$ cat src/rtl/gen_jtag_eng_if.sv
// Command channel of the JTAG shift engine: valid/ready handshake plus latched command fields.
interface gen_jtag_eng_if #(
    parameter int DW   = 32,
    parameter int NB_W = 5
);
    logic            CMD_VALID;
    logic            CMD_READY;
    logic [1:0]      CMD_OP;
    logic            CMD_HDR;
    logic            CMD_TLR;
    logic [NB_W-1:0] CMD_NBITS;
    logic [DW-1:0]   CMD_DATA;

    modport master (
        output CMD_VALID, CMD_OP, CMD_HDR, CMD_TLR, CMD_NBITS, CMD_DATA,
        input  CMD_READY
    );

    modport slave (
        input  CMD_VALID, CMD_OP, CMD_HDR, CMD_TLR, CMD_NBITS, CMD_DATA,
        output CMD_READY
    );
endinterface

$ cat src/rtl/gen_jtag_eng.sv
// JTAG master shift engine: TAP reset, IR/DR shifts with optional header/trailer, IR->DR hop.
// Optional TDO capture into RD_DATA is enabled by defining JTAG_TDO_CAPTURE_EN.
module gen_jtag_eng #(
    parameter int DW      = 32,
    parameter int NB_W    = 5,
    parameter int CLK_DIV = 2
) (
    input  logic          FASTCLK,
    input  logic          RST_B,
    gen_jtag_eng_if.slave cmd,
    input  logic          TDO,
    output logic          TCK,
    output logic          TMS,
    output logic          TDI,
    output logic [DW-1:0] RD_DATA,
    output logic          RD_VALID,
    output logic          BUSY
);
    localparam logic [2:0] S_IDLE  = 3'd0;
    localparam logic [2:0] S_RST   = 3'd1;
    localparam logic [2:0] S_IHEAD = 3'd2;
    localparam logic [2:0] S_DHEAD = 3'd3;
    localparam logic [2:0] S_SHIFT = 3'd4;
    localparam logic [2:0] S_TAIL  = 3'd5;
    localparam logic [2:0] S_T2H   = 3'd6;
    localparam logic [2:0] S_DONE  = 3'd7;

    localparam int                DIV_W    = $clog2(CLK_DIV + 1);
    localparam logic [DIV_W-1:0]  DIV_LAST = DIV_W'(CLK_DIV - 1);
    localparam logic [NB_W:0]     DW_WIDE  = (NB_W + 1)'(DW);
    localparam logic [NB_W-1:0]   NB_MAX   = NB_W'(DW - 1);

    logic [2:0]       state, adv_state, first_ph;
    logic [2:0]       st, adv_st;
    logic [NB_W-1:0]  cnt, adv_cnt, nb_eff;
    logic [DW-1:0]    sr, adv_sr;
    logic [1:0]       op_q;
    logic             tlr_q, tail_q, first_tail;
    logic [DIV_W-1:0] div;
    logic             tck_q, tms_q, tdi_q, rdy_en;
    logic             accept, ticking;

    // TMS for a given tick; 'last' and 'tail' only matter while shifting.
    function automatic logic tms_of(input logic [2:0] ph, input logic [2:0] s,
                                    input logic last, input logic tail);
        case (ph)
            S_RST:          return s != 3'd5;
            S_IHEAD, S_T2H: return s < 3'd2;
            S_DHEAD, S_TAIL: return s == 3'd0;
            S_SHIFT:        return last && tail;
            default:        return 1'b0;
        endcase
    endfunction

    assign cmd.CMD_READY = (state == S_IDLE) && rdy_en;
    assign accept        = cmd.CMD_VALID && cmd.CMD_READY;
    assign ticking       = (state != S_IDLE) && (state != S_DONE);
    assign BUSY          = ticking;
    assign TCK           = tck_q;
    assign TMS           = tms_q;
    assign TDI           = tdi_q;

    always_comb begin
        nb_eff     = ({1'b0, cmd.CMD_NBITS} >= DW_WIDE) ? NB_MAX : cmd.CMD_NBITS;
        first_tail = (cmd.CMD_OP == 2'd2) || cmd.CMD_TLR;
        if (cmd.CMD_OP == 2'd3)
            first_ph = S_RST;
        else if (cmd.CMD_HDR)
            first_ph = (cmd.CMD_OP == 2'd0) ? S_DHEAD : S_IHEAD;
        else
            first_ph = S_SHIFT;
    end

    always_comb begin
        adv_state = state;
        adv_st    = st + 3'd1;
        adv_cnt   = cnt;
        adv_sr    = sr;
        case (state)
            S_RST:   if (st == 3'd5) begin adv_state = S_DONE;  adv_st = '0; end
            S_IHEAD: if (st == 3'd3) begin adv_state = S_SHIFT; adv_st = '0; end
            S_DHEAD: if (st == 3'd2) begin adv_state = S_SHIFT; adv_st = '0; end
            S_SHIFT: begin
                adv_st = '0;
                if (cnt == '0)
                    adv_state = (op_q == 2'd2) ? S_T2H : (tlr_q ? S_TAIL : S_DONE);
                else begin
                    adv_cnt = cnt - 1'b1;
                    adv_sr  = sr >> 1;
                end
            end
            S_TAIL:  if (st == 3'd1) begin adv_state = S_DONE; adv_st = '0; end
            S_T2H:   if (st == 3'd3) begin adv_state = S_DONE; adv_st = '0; end
            default: adv_st = '0;
        endcase
    end

    always_ff @(posedge FASTCLK or negedge RST_B) begin
        if (!RST_B) begin
            state  <= S_IDLE;
            st     <= '0;
            cnt    <= '0;
            sr     <= '0;
            op_q   <= '0;
            tlr_q  <= 1'b0;
            tail_q <= 1'b0;
            div    <= '0;
            tck_q  <= 1'b0;
            tms_q  <= 1'b1;
            tdi_q  <= 1'b0;
            rdy_en <= 1'b0;
        end else begin
            rdy_en <= 1'b1;
            case (state)
                S_IDLE: if (accept) begin
                    state  <= first_ph;
                    st     <= '0;
                    cnt    <= nb_eff;
                    sr     <= cmd.CMD_DATA;
                    op_q   <= cmd.CMD_OP;
                    tlr_q  <= cmd.CMD_TLR && (cmd.CMD_OP != 2'd2);
                    tail_q <= first_tail;
                    div    <= '0;
                    tck_q  <= 1'b0;
                    tms_q  <= tms_of(first_ph, 3'd0, nb_eff == '0, first_tail);
                    tdi_q  <= (first_ph == S_SHIFT) ? cmd.CMD_DATA[0] : 1'b0;
                end
                S_DONE: state <= S_IDLE;
                default: begin
                    if (div != DIV_LAST)
                        div <= div + 1'b1;
                    else begin
                        div   <= '0;
                        tck_q <= ~tck_q;
                        // Falling TCK ends the tick: move on and present the next TMS/TDI.
                        if (tck_q) begin
                            state <= adv_state;
                            st    <= adv_st;
                            cnt   <= adv_cnt;
                            sr    <= adv_sr;
                            tdi_q <= (adv_state == S_SHIFT) ? adv_sr[0] : 1'b0;
                            if (adv_state != S_DONE)
                                tms_q <= tms_of(adv_state, adv_st, adv_cnt == '0, tail_q);
                        end
                    end
                end
            endcase
        end
    end

`ifdef JTAG_TDO_CAPTURE_EN
    logic [DW-1:0] cap_q, mask_q, rd_data_q;
    logic          rd_valid_q;

    always_ff @(posedge FASTCLK or negedge RST_B) begin
        if (!RST_B) begin
            cap_q      <= '0;
            mask_q     <= '0;
            rd_data_q  <= '0;
            rd_valid_q <= 1'b0;
        end else begin
            rd_valid_q <= 1'b0;
            if (accept) begin
                cap_q  <= '0;
                mask_q <= DW'(1);
            end else if ((state == S_SHIFT) && (div == DIV_LAST)) begin
                if (!tck_q)
                    cap_q <= cap_q | (mask_q & {DW{TDO}});
                else
                    mask_q <= mask_q << 1;
            end
            if ((state == S_DONE) && (op_q != 2'd3)) begin
                rd_data_q  <= cap_q;
                rd_valid_q <= 1'b1;
            end
        end
    end

    assign RD_DATA  = rd_data_q;
    assign RD_VALID = rd_valid_q;
`else
    logic unused_tdo;
    assign unused_tdo = TDO;
    assign RD_DATA    = '0;
    assign RD_VALID   = 1'b0;
`endif
endmodule
$ cat src/flat_wrapper.sv
// flat-port wrapper written by rule: the top's interface ports become plain ports
module gen_jtag_eng_flat 
#(
    parameter int DW      = 32,
    parameter int NB_W    = 5,
    parameter int CLK_DIV = 2
)
  (FASTCLK, RST_B, TDO, TCK, TMS, TDI, RD_DATA, RD_VALID, BUSY, cmd_CMD_VALID, cmd_CMD_OP, cmd_CMD_HDR, cmd_CMD_TLR, cmd_CMD_NBITS, cmd_CMD_DATA, cmd_CMD_READY);
  gen_jtag_eng_if #(.DW(DW), .NB_W(NB_W)) cmd_i ();
  input  logic FASTCLK;
  input  logic RST_B;
  input  logic TDO;
  output logic TCK;
  output logic TMS;
  output logic TDI;
  output logic [DW-1:0] RD_DATA;
  output logic RD_VALID;
  output logic BUSY;
  input wire logic [$bits(cmd_i.CMD_VALID)-1:0] cmd_CMD_VALID;
  input wire logic [$bits(cmd_i.CMD_OP)-1:0] cmd_CMD_OP;
  input wire logic [$bits(cmd_i.CMD_HDR)-1:0] cmd_CMD_HDR;
  input wire logic [$bits(cmd_i.CMD_TLR)-1:0] cmd_CMD_TLR;
  input wire logic [$bits(cmd_i.CMD_NBITS)-1:0] cmd_CMD_NBITS;
  input wire logic [$bits(cmd_i.CMD_DATA)-1:0] cmd_CMD_DATA;
  output wire logic [$bits(cmd_i.CMD_READY)-1:0] cmd_CMD_READY;
  assign cmd_i.CMD_VALID = cmd_CMD_VALID;
  assign cmd_i.CMD_OP = cmd_CMD_OP;
  assign cmd_i.CMD_HDR = cmd_CMD_HDR;
  assign cmd_i.CMD_TLR = cmd_CMD_TLR;
  assign cmd_i.CMD_NBITS = cmd_CMD_NBITS;
  assign cmd_i.CMD_DATA = cmd_CMD_DATA;
  assign cmd_CMD_READY = cmd_i.CMD_READY;
  gen_jtag_eng #(.DW(DW), .NB_W(NB_W), .CLK_DIV(CLK_DIV)) u_core (.FASTCLK(FASTCLK), .RST_B(RST_B), .cmd(cmd_i), .TDO(TDO), .TCK(TCK), .TMS(TMS), .TDI(TDI), .RD_DATA(RD_DATA), .RD_VALID(RD_VALID), .BUSY(BUSY));
endmodule
$ cat config.mk
export PLATFORM = sky130hd
export DESIGN_NAME = gen_jtag_eng_flat
export DESIGN_NICKNAME = d
export VERILOG_FILES = /design/src/rtl/gen_jtag_eng_if.sv /design/src/rtl/gen_jtag_eng.sv /design/src/flat_wrapper.sv
export SDC_FILE = /design/constraint.sdc
export NUM_CORES = 1
export LEC_CHECK = 0
export CAP_MARGIN = 20
export CORE_ASPECT_RATIO = 2
export CORE_MARGIN = 2
export CORE_UTILIZATION = 45
export CTS_BUF_LIST = sky130_fd_sc_hd__clkbuf_4 sky130_fd_sc_hd__clkbuf_8
export CTS_CLUSTER_DIAMETER = 150
export DETAILED_ROUTE_END_ITERATION = 7
export PLACE_DENSITY = 0.77
export SLEW_MARGIN = 40
export SYNTH_ARGS = -nofsm -noshare
export SYNTH_HDL_FRONTEND = slang
export SYNTH_SLANG_ARGS = --single-unit
export TNS_END_PERCENT = 100
$ cat constraint.sdc
create_clock -name FASTCLK -period 2.3 [get_ports FASTCLK]
set_input_delay 0.46 -clock FASTCLK [delete_from_list [all_inputs] [get_ports FASTCLK]]
set_output_delay 0.46 -clock FASTCLK [all_outputs]
set_load 0.005 [all_outputs]
==> flow_metrics.tcl <==
set metrics [dict create \
    syn_area_mm2 0.003223 \
    die_area_mm2 0.007897 \
    cpMostUsedCell "a21oi_1" \
    die_w_um 63.85 \
    end_kind "register" \
    status "finished, final reports clean" \
    place_congestion 0.9114 \
    power_mw 4.903 \
    yosys_most_used_dff "dfrtp_1" \
    max_stage_delay_ps 420 \
    p_sw_mw 2.046 \
    postSynthCellCount 359 \
    start_util_pct 46.44 \
    cap_violations 0 \
    drt_iter0_drc 126 \
    clock_power_share_pct 11.4 \
    drt_wl_total_mm 7.837 \
    cts.clk_slew.worst_paths_ps 100 \
    wl_per_cell_um 14.98 \
    drc 0 \
    viasPerCell 5.382 \
    seq_power_share_pct 32.4 \
    hold_path.class "in2async" \
    ir_worst_vdd_mv 0.7805 \
    min_period_ps 2261 \
    synth-warning-count 0 \
    power.density_mw_per_mm2 1211 \
    row_count 43 \
    area_delta_synth_final_pct 25.66 \
    dp_cells 507 \
    maxSlewHeadroom_pct 60.75 \
    crit_buf_inv 2 \
    crit_fanout 4 \
    dp_hpwl_mm 5.921 \
    crit_type "reg2reg" \
    cts_tree "yes" \
    whs_ps 124.4 \
    wl_met1_mm 2.934 \
    grt-ovfl-total 0 \
    yosysUniqueCellTypes 63 \
    highest_layer "met4" \
    ys_seq_area_share_pct 41.19 \
    grt_pass1_wl_mm 12.63 \
    dr_total_vias 2815 \
    path_depth 10 \
    numCtsBuffers 5 \
    clock_skew_ps 17.70 \
    top_level_ports 83 \
    clock_sinks 53 \
    final_util_pct 58.36 \
    r2r_cells 10 \
    wl_met2_mm 4.442 \
    coreArea_mm2 0.006940 \
    firstDrtPassIters 4 \
    grtUsageTotal_pct 20.68 \
    worstMarginPinSlew_ps 584.3 \
    critical-path-top-delay-family "compound AO/OA/AOI/OAI gates" \
    cp.arrival_ps 2520 \
    clk-insertion-delay-late_ps 320 \
    crit_end "u_core.TMS" \
    avgSynthCellArea_um2 8.978 \
    cts_hold_buf 0 \
    place_area_mm2 0.003835 \
    hold_viol_final 0 \
    n_antenna_cell 0 \
    wl_met3_um 217 \
    cp-startpoint "u_core.cnt[1]" \
    reg2reg_slack_ps 40 \
    ys_seq_elements 53 \
    finalSetupViolCount 0 \
    swShare_pct 41.72 \
    antenna_found_initial 0 \
    synth_edf_count 0 \
    rsz0062_at_grt "true" \
    combPwrFrac_pct 56.3 \
    mostFrequentLayoutCells "dfrtp_1 (52), nand2_1 (51), clkdlybuf4s50_1 (46)" \
    period_share_pct 98.29 \
    r2r_start "u_core.cnt[1]" \
    io_buffer_count 48 \
    die_h_um 123.7 \
    grt_max_degree 34 \
    crit_slowest_cell "or3b_4" \
    grt_pass1_vias 2674 \
    final_cells 523 \
    final_layout_size_suffix_gt1_share_pct 17.55 \
    p_int_mw 2.858 \
    cts.path.max_buffers 2 \
    worstPathRequired_ps 2560 \
    fmax_mhz 442.4 \
    num-nets-final 483 \
    path_cells "inv_1 > ha_1 > or3b_4 > or2_4 > o211ai_4 > buf_4 > a21oi_1 > o21ai_1 > a21oi_1 > a22o_1" \
    p_leak_nw 1.742 \
    final_cell_area_mm2 0.004050 \
    slew_violations 0 \
    clockRootBuffer "clkbuf_8" \
    postRouteAntennaNets 0 \
    htreeDepth 2 \
    postSynth.asyncResetShare_pct 100.0 \
    r2r_end "u_core.TMS" \
    start_kind "register" \
    final_common_cell "dfrtp_1" \
]
==> metal layers <==
layer / vias up / global-route usage, %
li1: 1356 / -
met1: 1376 / 22.06
met2: 68 / 38.93
met3: 15 / 2.710
met4: 0 / 10.46
met5: - / 0
==> worst reg2reg max path, cell delays in order (launching register included) <==
cell and delay, ps:
dfrtp_1 410, inv_1 80, ha_1 160, or3b_4 420
or2_4 280, o211ai_4 230, buf_4 160, a21oi_1 60
o21ai_1 180, a21oi_1 60, a22o_1 180
==> kinds of logic (layout without fill, tap and decap cells) <==
family,Yosys count,count (layout),share of synthesized area [%]
adder cells (fa/ha/maj),6,6,2.329
buffers and inverters,64,106,12.65
AND/OR/NAND/NOR,107,107,16.46
other,2,34,0.2330
flip-flops,53,53,41.19
AO/OA/AOI/OAI,127,127,27.14
==> power groups by stage <==
stage	Combinational, mW	Sequential (mW)	Clock, mW
2_1_floorplan	1.70	1.55	0
3_3_place_gp	2.44	1.58	0
3_5_place_dp	2.52	1.60	0
4_1_cts	2.56	1.58	0.572
5_1_grt	3.04	1.64	0.599
6_report	2.76	1.59	0.557
==> worst min-delay path by stage <==
| stage | startpoint | endpoint | cells past startpoint |
|---|---|---|---|
| floorplan | RST_B | u_core.TCK | 0 |
| global placement | u_core.op_q[1] | u_core.op_q[1] | 2 |
| detailed placement | u_core.op_q[0] | u_core.op_q[0] | 2 |
| CTS | RST_B | u_core.sr[5] | 1 |
| global route | RST_B | u_core.cnt[3] | 1 |
| finish | RST_B | u_core.cnt[3] | 1 |
==> synthesized netlist by cell type, types with 2 or more instances <==
master	count	area (µm²)
a21o_1	3	22.52
a21oi_1	14	70.07
a22o_1	3	26.28
a22oi_1	33	247.7
a311oi_1	2	17.52
and2_1	3	18.77
and2b_2	2	17.52
buf_2	3	15.01
buf_4	34	255.2
clkbuf_1	11	41.29
conb_1	2	7.510
dfrtp_1	52	1301
ha_1	6	75.07
inv_1	12	45.04
nand2_1	51	191.4
nand2b_1	3	18.77
nand3_1	5	25.02
nand3b_1	2	15.01
nor2_1	19	71.32
nor2b_1	2	12.51
nor3_1	5	25.02
o21ai_0	43	215.2
o21ai_1	7	35.03
o22ai_1	3	18.77
==> cell type report <==
cell class / instances / area (µm²)
sequential: 53 / 1328
timing repair buffer: 86 / 799.5
fill: 616 / 2890
clock buffer: 7 / 83.83
multi-input combinational: 274 / 1674
inverter: 12 / 45.04
tap: 90 / 112.6
clock inverter: 1 / 7.507
==> metrics by stage <==
step / TNS [ps] / setup WS, ps
floorplan: 0 / 137.6
global placement: 0 / 30.95
detailed placement: 0 / 13.28
CTS: 0 / 3.016
global route: -55.57 / -55.57
finish: 0 / 39.38
==> state kept, by name (all words and copies together), names as in the netlist <==
name and cells:
u_core.st 3, u_core.TMS 1, u_core.rdy_en 1, u_core.tail_q 1
u_core.sr 32, u_core.cnt 5, u_core.TCK 1, u_core.div 2
u_core.state 3, u_core.TDI 1, u_core.tlr_q 1, u_core.op_q 2
==> what timing repair did <==
item,in CTS,in global routing
pin swaps,1,4
setup endpoints to repair,1,28
hold endpoints to repair,0,0
gates resized for setup,3,13
buffers inserted,1,7
Note: power is estimated with default switching activity, not from simulation.
